===== src/rtl/uart_rx_fifo.sv =====
// UART receiver with configurable frame format (data bits, parity, stop bits)
// feeding a first-word-fall-through receive FIFO with sticky error flags.
module uart_rx_fifo #(
    parameter int CLKS_PER_BIT = 434,
    parameter int DATA_BITS    = 8,
    parameter int PARITY       = 0,
    parameter int STOP_BITS    = 1,
    parameter int FIFO_DEPTH   = 8
) (
    input  logic                          clk,
    input  logic                          rst,
    input  logic                          rx,
    input  logic                          rd_en,
    input  logic                          err_clr,
    output logic [DATA_BITS-1:0]          rd_data,
    output logic                          empty,
    output logic                          full,
    output logic [$clog2(FIFO_DEPTH):0]   count,
    output logic                          parity_err,
    output logic                          frame_err,
    output logic                          overrun_err,
    output logic [2:0]                    rx_state
);

    localparam int TW = $clog2(CLKS_PER_BIT);
    localparam int BW = $clog2(DATA_BITS);
    localparam int PW = $clog2(FIFO_DEPTH);
    localparam int CW = PW + 1;

    typedef enum logic [2:0] {
        ST_IDLE   = 3'd0,
        ST_START  = 3'd1,
        ST_DATA   = 3'd2,
        ST_PARITY = 3'd3,
        ST_STOP   = 3'd4
    } state_t;

    // Expected parity bit: XOR of the data, inverted for odd parity.
    function automatic logic calc_parity(input logic [DATA_BITS-1:0] d);
        return (^d) ^ (PARITY == 1);
    endfunction

    state_t                state_r;
    logic [TW-1:0]         timer_r;
    logic [BW-1:0]         bit_cnt_r;
    logic                  stop_cnt_r;
    logic [DATA_BITS-1:0]  shift_r;
    logic                  par_bad_r, frm_bad_r;
    logic                  commit_r, commit_frm_r, commit_par_r;
    logic                  rx_meta_r, rx_sync_r, rx_prev_r;
    logic                  sample_s;

    logic [DATA_BITS-1:0]  mem_r [FIFO_DEPTH];
    logic [PW-1:0]         wr_ptr_r, rd_ptr_r;
    logic [CW-1:0]         count_r, count_nxt_s;
    logic                  empty_r, full_r;
    logic [DATA_BITS-1:0]  rd_data_r;
    logic                  parity_err_r, frame_err_r, overrun_err_r;
    logic                  pop_s, good_s, push_s, set_frm_s, set_par_s, set_ovr_s;

    assign sample_s = (timer_r == TW'(CLKS_PER_BIT - 1));

    // Synchronizer, bit timer and deframing state machine.
    always_ff @(posedge clk) begin
        if (!rst) begin
            state_r      <= ST_IDLE;
            timer_r      <= '0;
            bit_cnt_r    <= '0;
            stop_cnt_r   <= 1'b0;
            shift_r      <= '0;
            par_bad_r    <= 1'b0;
            frm_bad_r    <= 1'b0;
            commit_r     <= 1'b0;
            commit_frm_r <= 1'b0;
            commit_par_r <= 1'b0;
            rx_meta_r    <= 1'b1;
            rx_sync_r    <= 1'b1;
            rx_prev_r    <= 1'b1;
        end else begin
            rx_meta_r <= rx;
            rx_sync_r <= rx_meta_r;
            rx_prev_r <= rx_sync_r;
            commit_r  <= 1'b0;
            if (state_r != ST_IDLE) begin
                timer_r <= sample_s ? '0 : timer_r + 1'b1;
            end
            case (state_r)
                ST_IDLE: begin
                    if (rx_prev_r && !rx_sync_r) begin
                        // Preload so the first sample lands half a bit after the edge.
                        state_r    <= ST_START;
                        timer_r    <= TW'(CLKS_PER_BIT - CLKS_PER_BIT / 2);
                        bit_cnt_r  <= '0;
                        stop_cnt_r <= 1'b0;
                        par_bad_r  <= 1'b0;
                        frm_bad_r  <= 1'b0;
                    end
                end
                ST_START: begin
                    if (sample_s) begin
                        state_r <= rx_sync_r ? ST_IDLE : ST_DATA;
                    end
                end
                ST_DATA: begin
                    if (sample_s) begin
                        shift_r <= {rx_sync_r, shift_r[DATA_BITS-1:1]};
                        if (bit_cnt_r == BW'(DATA_BITS - 1)) begin
                            state_r <= (PARITY != 0) ? ST_PARITY : ST_STOP;
                        end else begin
                            bit_cnt_r <= bit_cnt_r + 1'b1;
                        end
                    end
                end
                ST_PARITY: begin
                    if (sample_s) begin
                        par_bad_r <= (rx_sync_r != calc_parity(shift_r));
                        state_r   <= ST_STOP;
                    end
                end
                ST_STOP: begin
                    if (sample_s) begin
                        if (stop_cnt_r == 1'(STOP_BITS - 1)) begin
                            state_r      <= ST_IDLE;
                            commit_r     <= 1'b1;
                            commit_frm_r <= frm_bad_r | ~rx_sync_r;
                            commit_par_r <= par_bad_r;
                        end else begin
                            stop_cnt_r <= 1'b1;
                            frm_bad_r  <= frm_bad_r | ~rx_sync_r;
                        end
                    end
                end
                default: state_r <= ST_IDLE;
            endcase
        end
    end

    // Commit decision and FIFO occupancy arithmetic.
    always_comb begin
        pop_s     = rd_en & ~empty_r;
        good_s    = commit_r & ~commit_frm_r & ~commit_par_r;
        push_s    = good_s & (~full_r | pop_s);
        set_frm_s = commit_r & commit_frm_r;
        set_par_s = commit_r & ~commit_frm_r & commit_par_r;
        set_ovr_s = good_s & full_r & ~pop_s;
        case ({push_s, pop_s})
            2'b10:   count_nxt_s = count_r + 1'b1;
            2'b01:   count_nxt_s = count_r - 1'b1;
            default: count_nxt_s = count_r;
        endcase
    end

    // FIFO storage; contents need no reset.
    always_ff @(posedge clk) begin
        if (push_s) begin
            mem_r[wr_ptr_r] <= shift_r;
        end
    end

    // FIFO pointers, status and registered head word.
    always_ff @(posedge clk) begin
        if (!rst) begin
            wr_ptr_r  <= '0;
            rd_ptr_r  <= '0;
            count_r   <= '0;
            empty_r   <= 1'b1;
            full_r    <= 1'b0;
            rd_data_r <= '0;
        end else begin
            if (push_s) begin
                wr_ptr_r <= wr_ptr_r + 1'b1;
            end
            if (pop_s) begin
                rd_ptr_r <= rd_ptr_r + 1'b1;
            end
            count_r <= count_nxt_s;
            empty_r <= (count_nxt_s == CW'(0));
            full_r  <= (count_nxt_s == CW'(FIFO_DEPTH));
            // A word pushed into an (effectively) empty FIFO bypasses storage.
            if (push_s && (empty_r || (pop_s && count_r == CW'(1)))) begin
                rd_data_r <= shift_r;
            end else if (pop_s) begin
                rd_data_r <= mem_r[rd_ptr_r + 1'b1];
            end
        end
    end

    // Sticky error flags; a set event outranks a simultaneous clear.
    always_ff @(posedge clk) begin
        if (!rst) begin
            parity_err_r  <= 1'b0;
            frame_err_r   <= 1'b0;
            overrun_err_r <= 1'b0;
        end else begin
            parity_err_r  <= set_par_s | (parity_err_r & ~err_clr);
            frame_err_r   <= set_frm_s | (frame_err_r & ~err_clr);
            overrun_err_r <= set_ovr_s | (overrun_err_r & ~err_clr);
        end
    end

    assign rd_data     = rd_data_r;
    assign empty       = empty_r;
    assign full        = full_r;
    assign count       = count_r;
    assign parity_err  = parity_err_r;
    assign frame_err   = frame_err_r;
    assign overrun_err = overrun_err_r;
    assign rx_state    = state_r;

endmodule

===== config.mk =====
export PLATFORM = sky130hd
export DESIGN_NAME = uart_rx_fifo
export DESIGN_NICKNAME = d
export VERILOG_FILES = /design/src/rtl/uart_rx_fifo.sv
export SDC_FILE = /design/constraint.sdc
export NUM_CORES = 1
export LEC_CHECK = 0
export ABC_AREA = 1
export BUFFER_PORTS_ARGS = -buffer_cell sky130_fd_sc_hd__buf_4
export CAP_MARGIN = 20
export CORE_MARGIN = 3
export CORE_UTILIZATION = 45
export DETAILED_ROUTE_END_ITERATION = 8
export PLACE_DENSITY = 0.58
export SLEW_MARGIN = 20
export SYNTH_ARGS = -nofsm -noshare
export SYNTH_HDL_FRONTEND = slang
export SYNTH_SLANG_ARGS = --single-unit
export TNS_END_PERCENT = 5

===== constraint.sdc =====
create_clock -name clk -period 2.9 [get_ports clk]
set_clock_uncertainty 0.2 [all_clocks]
set_input_delay 0.435 -clock clk [delete_from_list [all_inputs] [get_ports clk]]
set_output_delay 0.435 -clock clk [all_outputs]
set_load 0.005 [all_outputs]

==> Word-level counts from Yosys, hierarchy flattened <==
Memory sizes are Yosys's and may differ from the RTL's.
Cells that the tools add are included.
{ "op_classes": {"reduce_logical": 21, "n_mux": 32, "bitwise_logic": 24, "addsub": 6, "eq_ne": 20} }
{ "op_table": {"columns": ["op", "n"], "rows": [
  ["two-way mux 9 bit", 4],
  ["two-way mux 3 bit", 10],
  ["!= test 2 bit, second input constant", 9],
  ["two-way mux 8 bit", 2],
  ["one-hot mux 3 bit (5 select lines)", 1],
  ["AND reduction 3 bit", 4],
  ["AND 1 bit", 11],
  ["adder 3 x 1 -> 3 bit, second input constant", 3],
  ["adder 9 x 1 -> 9 bit, second input constant", 1],
  ["== test 9 bit, second input constant", 1],
  ["two-way mux 1 bit", 9],
  ["NOT 1 bit", 8],
  ["one-hot mux 4 bit (2 select lines)", 1],
  ["AND reduction 4 bit", 2],
  ["nonzero test 2 bit", 4],
  ["parity 8 bit", 1],
  ["AND reduction 7 bit", 1],
  ["== test 3 x 2 -> 1 bit, second input constant", 2],
  ["== test 3 bit, second input constant", 2],
  ["one-hot mux 1 bit (2 select lines)", 3],
  ["one-hot mux 3 bit (2 select lines)", 1],
  ["bitwise OR 1 bit", 5],
  ["adder 4 x 1 -> 4 bit, second input constant", 1],
  ["== test 4 x 1 -> 1 bit, second input constant", 1],
  ["14 further kinds", 16]
]} }
{ "word_totals": {"ram_bits": 64, "mem_count": 1, "elab_cells": 126, "register_bits": 55} }
{ "mem_list": {"columns": ["memory", "words", "word_bits", "rd", "rd_ports_with_merged_regs", "write_ports", "line_no", "source"], "rows": [
  ["mem_r", 8, 8, 1, 0, 1, "53", "logic [DATA_BITS-1:0] mem_r [FIFO_DEPTH];"]
]} }

==> Longest topological paths before layout <==
{ "depth": {"word_depth": 7, "mapped_depth": 13, "depth_no_buf": 12} }

==> Worst setup path before layout <==
Ideal clock, no wire load.
{ "synth_path": {"path_kind": "input to register", "startpoint": "input rd_en", "endpoint": "memory mem_r[5][0] (enable)", "setup_slack_ps": 744, "n_path_buf": 0, "arrival_ps": 1573, "cell_stages": 6, "cell_sequence": "a21oi_1 nor2_2 inv_2 nor2_1 inv_1 nor3_1"} }
{ "synth_via": {"elab_chain_len": 5} }
{ "synth_lines": {"columns": ["item", "line_no", "source"], "rows": [
  ["start: declaration", "13", "input logic rd_en,"],
  ["AND 1 bit", "140", "pop_s = rd_en & ~empty_r;"],
  ["bitwise OR 1 bit", "142", "push_s = good_s & (~full_r | pop_s);"],
  ["AND 1 bit", "142", null],
  ["two-way mux 1 bit", "155", "if (push_s) begin"],
  ["two-way mux 1 bit (implied by the code)", "156", "mem_r[wr_ptr_r] <= shift_r;"],
  ["end: declaration", "53", null]
]} }
No other way between the ends.

==> Worst setup path in the final report <==
{ "layout_path": {"startpoint": "register empty_r, in the netlist empty", "endpoint": "register empty_r, in the netlist empty"} }
{ "layout_via": {"elab_chain_len": 7} }
{ "layout_lines": {"columns": ["item", "line_no", "source"], "rows": [
  ["start: declaration", "56", "logic empty_r, full_r;"],
  ["start signal: assignment", "177", "empty_r <= (count_nxt_s == CW'(0));"],
  ["NOT 1 bit *", "140", null],
  ["AND 1 bit *", "140", null],
  ["named net pop_s", "59", "logic pop_s, good_s, push_s, set_frm_s, set_par_s, set_ovr_s;"],
  ["bitwise OR 1 bit", "142", null],
  ["AND 1 bit", "142", null],
  ["== test 2 x 1 -> 1 bit / == test 2 bit (equally long branches)", "146", "case ({push_s, pop_s})"],
  ["one-hot mux 4 bit (2 select lines) *", "146", null],
  ["zero test 4 bit *", "177", null]
]} }
The timed path passes the listed nets; every way through them passes the cells marked *.
A chain may end at the register's enable or synchronous reset.

==> qor.json <==
{
  "tritoncts_clock_tree": "yes",
  "yosys_register_bits": 118,
  "clk_sinks": 118,
  "timing.critical_path.from_type": "flip-flop",
  "setup-tns-final_ps": 0,
  "synth_seq_area_share_pct": 52.75,
  "power.ir.vdd_worst_mv": 0.4236,
  "floorplan.die_area_um2": 14040,
  "crit_path_max_fanout": 12,
  "ant_nets": 0,
  "max_cap_viol_count": 0,
  "final_estimated_routing_congestion_in_global_placement": 0.8142,
  "critPathSlowestCell": "dfxtp_1",
  "timing.critical_path.arrival_ps": 2350,
  "routed_metal_1_wirelength_um": 5646,
  "critical-path-max-stage-delay_ps": 320,
  "place_hpwl_um": 8361,
  "timing.final.max_slew_violations": 0,
  "gr-usage-all-layers_pct": 18.64,
  "place.port_buffers": 24,
  "core_area_um2": 12210,
  "count_of_yosys_warnings_during_synthesis": 0,
  "synth-edff-count": 64,
  "setup_viol": 0,
  "finalWirelength_um": 12360,
  "wl_per_cell_um": 13.60,
  "wl_met3_um": 456,
  "critPathMostFrequentCell": "nand2_1",
  "synthCells": 692,
  "max-clock-path-buffers": 2,
  "timing.critical_path.cells": "inv_1 > nand2_1 > inv_1 > ha_1 > nand2_1 > a21oi_1 > o21ai_0 > nand3_1 > nand2_1 > nand2_1 > inv_1",
  "global_route_wire_length_before_repair_um": 20760,
  "p_per_area_nw_per_um2": 725.7,
  "cts.repair.resized": 0,
  "drc": 0,
  "first_global_vias": 4177,
  "instance_area_at_placement_um2": 6055,
  "achievable-frequency_ghz": 0.4567,
  "cp-end-kind": "flip-flop",
  "cts_made_buffers": 17,
  "final_layout_size_suffix_gt1_share_pct": 15.65,
  "detailroute.via_count": 4348,
  "rsz0062_at_grt": "no",
  "final-hold-violation-count": 0,
  "dr.pass1.iters": 5,
  "max_slew.worst_pin.slew_ps": 664.2,
  "routed_via_density": 4.783,
  "crit_buf_inv": 3,
  "worst_hold_path_type": "primary input to flip-flop",
  "dominantRegCellSynth": "edfxtp_1",
  "postCtsHoldBufs": 0,
  "highest_layer": "met4",
  "syn_nets": 709,
  "hold_slack_ps": 22.50,
  "globalRouteOverflowTotal": 0,
  "post-cts-setup-buffer-count": 0,
  "cpLargestDelayFamily": "simple AND/OR/NAND/NOR gates",
  "drt_iter0_markers": 321,
  "floorplan.die.height_um": 118.5,
  "endpoint_required_time_on_the_critical_path_ps": 3060,
  "synthToLayoutAreaGrowth_pct": 17.32,
  "post_synth_instance_area_um2": 5693,
  "synth.lib_cells_used.distinct": 34,
  "final_min_period_over_clock_period_pct": 75.51,
  "cts_root_buf": "clkbuf_16",
  "horizontal_die_dimension_um": 118.5,
  "ios": 25,
  "met2_layer_wire_length_in_the_routed_design_um": 5923,
  "finalWorstPathRequiredPeriod_ps": 2190,
  "synth.avg_cell_area_um2": 8.227,
  "power.static_leakage_nw": 3.018,
  "number_of_antenna_violations_at_the_first_check_in_global_routing": 0,
  "grt_start_max_net_pins": 35,
  "deepest_level_of_the_cts_h_tree": 4,
  "num_rows": 40,
  "final_nets": 745,
  "crit_type": "flip-flop to flip-flop",
  "insertion_delay_ps": 410,
  "ys_async_sr_fraction_pct": 0,
  "slew-limit-headroom_pct": 55.56,
  "post-route-cell-area_um2": 6679,
  "start_util_pct": 46.62,
  "result_of_the_run": "completed",
  "antenna-diode-count": 0,
  "clk_pin_slew_worst_paths_ps": 50
}
[worst register-to-register path: cells and delay by family (launching register included)]
kind,cells,cell delay (ps)
DFF,1,320
and+or+nand+nor,5,670
AOI/OAI and AO/OA,2,300
adders and majority gates,1,300
buffers and inverters,3,340
[layer usage]
metal,global-route usage [%],up-vias
li1,-,2259
met5,0,-
met3,3.684,25
met2,29.72,98
met4,8.834,0
met1,24.47,1966
[layout by cell type, fill, tap and decap left out, types with 9 or more instances in the layout]
cell type	n
edfxtp_1	64
buf_4	34
inv_2	12
ha_1	12
dfxtp_1	54
o21ai_0	14
clkbuf_16	17
nor2_1	49
a21oi_1	33
nand2_1	184
inv_1	115
nand2_2	9
nand3_1	71
[per-stage QoR]
stage	std cells	total power [mW]	setup slack [ps]	util [%]
floorplan	692	2.539	743.8	-
global placement	876	2.732	640.8	49.58
detailed placement	876	2.749	594.7	49.58
CTS	908	4.877	720.0	54.47
global route	909	5.080	518.5	54.69
finish	909	4.847	710.2	54.69
[registers in the layout (all words and copies together), names as in the netlist, 3 cells and up]
register / flops
rd_data: 8
rd_ptr_r: 3
count: 4
wr_ptr_r: 3
bit_cnt_r: 3
mem_r: 64
timer_r: 9
shift_r: 8
rx_state: 3
[final timing paths]
kind	startpoint	end	slack, ps	cells after the start
max	empty	empty	710	11
min	rx	rx_meta_r	20	2
max reg2reg	empty	empty	710	11
min reg2reg	rx_meta_r	rx_sync_r	220	1
[final cells by class]
class / instances / area, um^2
Tap cell: 168 / 210.2
Clock inverter: 11 / 156.4
Sequential cell: 118 / 3003
Inverter: 130 / 495.5
Timing Repair Buffer: 35 / 282.8
Fill cell: 1161 / 5533
Clock buffer: 21 / 440.4
Multi-Input combinational cell: 426 / 2091
[synth_stat cells (4+ instances only)]
master    number  area share, %
a21oi_1       33            2.9
a21oi_2        4           0.62
buf_2         11           0.97
dfxtp_1       54             19
edfxtp_1      64             34
ha_1          12            2.6
inv_1        115            7.6
inv_2         12           0.79
nand2_1      184             12
nand2_2        9           0.99
nand2_4        6            1.2
nand3_1       71            6.2
nand4_1        5           0.55
nor2_1        49            3.2
nor2_2         8           0.88
nor3_1         7           0.62
o21ai_0       14            1.2
[kinds of logic (layout without fill, tap and decap cells)]
kind of cell,count (synthesis),count (layout),synth area share (%)
adder cells (fa/ha/maj),12,12,2.637
buffers and inverters,148,197,10.53
flip-flops,118,118,52.75
XOR/XNOR,5,5,0.9013
AND/OR/NAND/NOR,347,347,27.08
AO/OA/AOI/OAI,62,62,6.110
[where the power goes]
part	leakage [nW]	internal (mW)	switching, mW
Combinational	1.64	0.273	0.571
Clock	0.292	1.42	0.704
Sequential	1.09	1.81	0.0603
(Power assumes the default switching activity.)
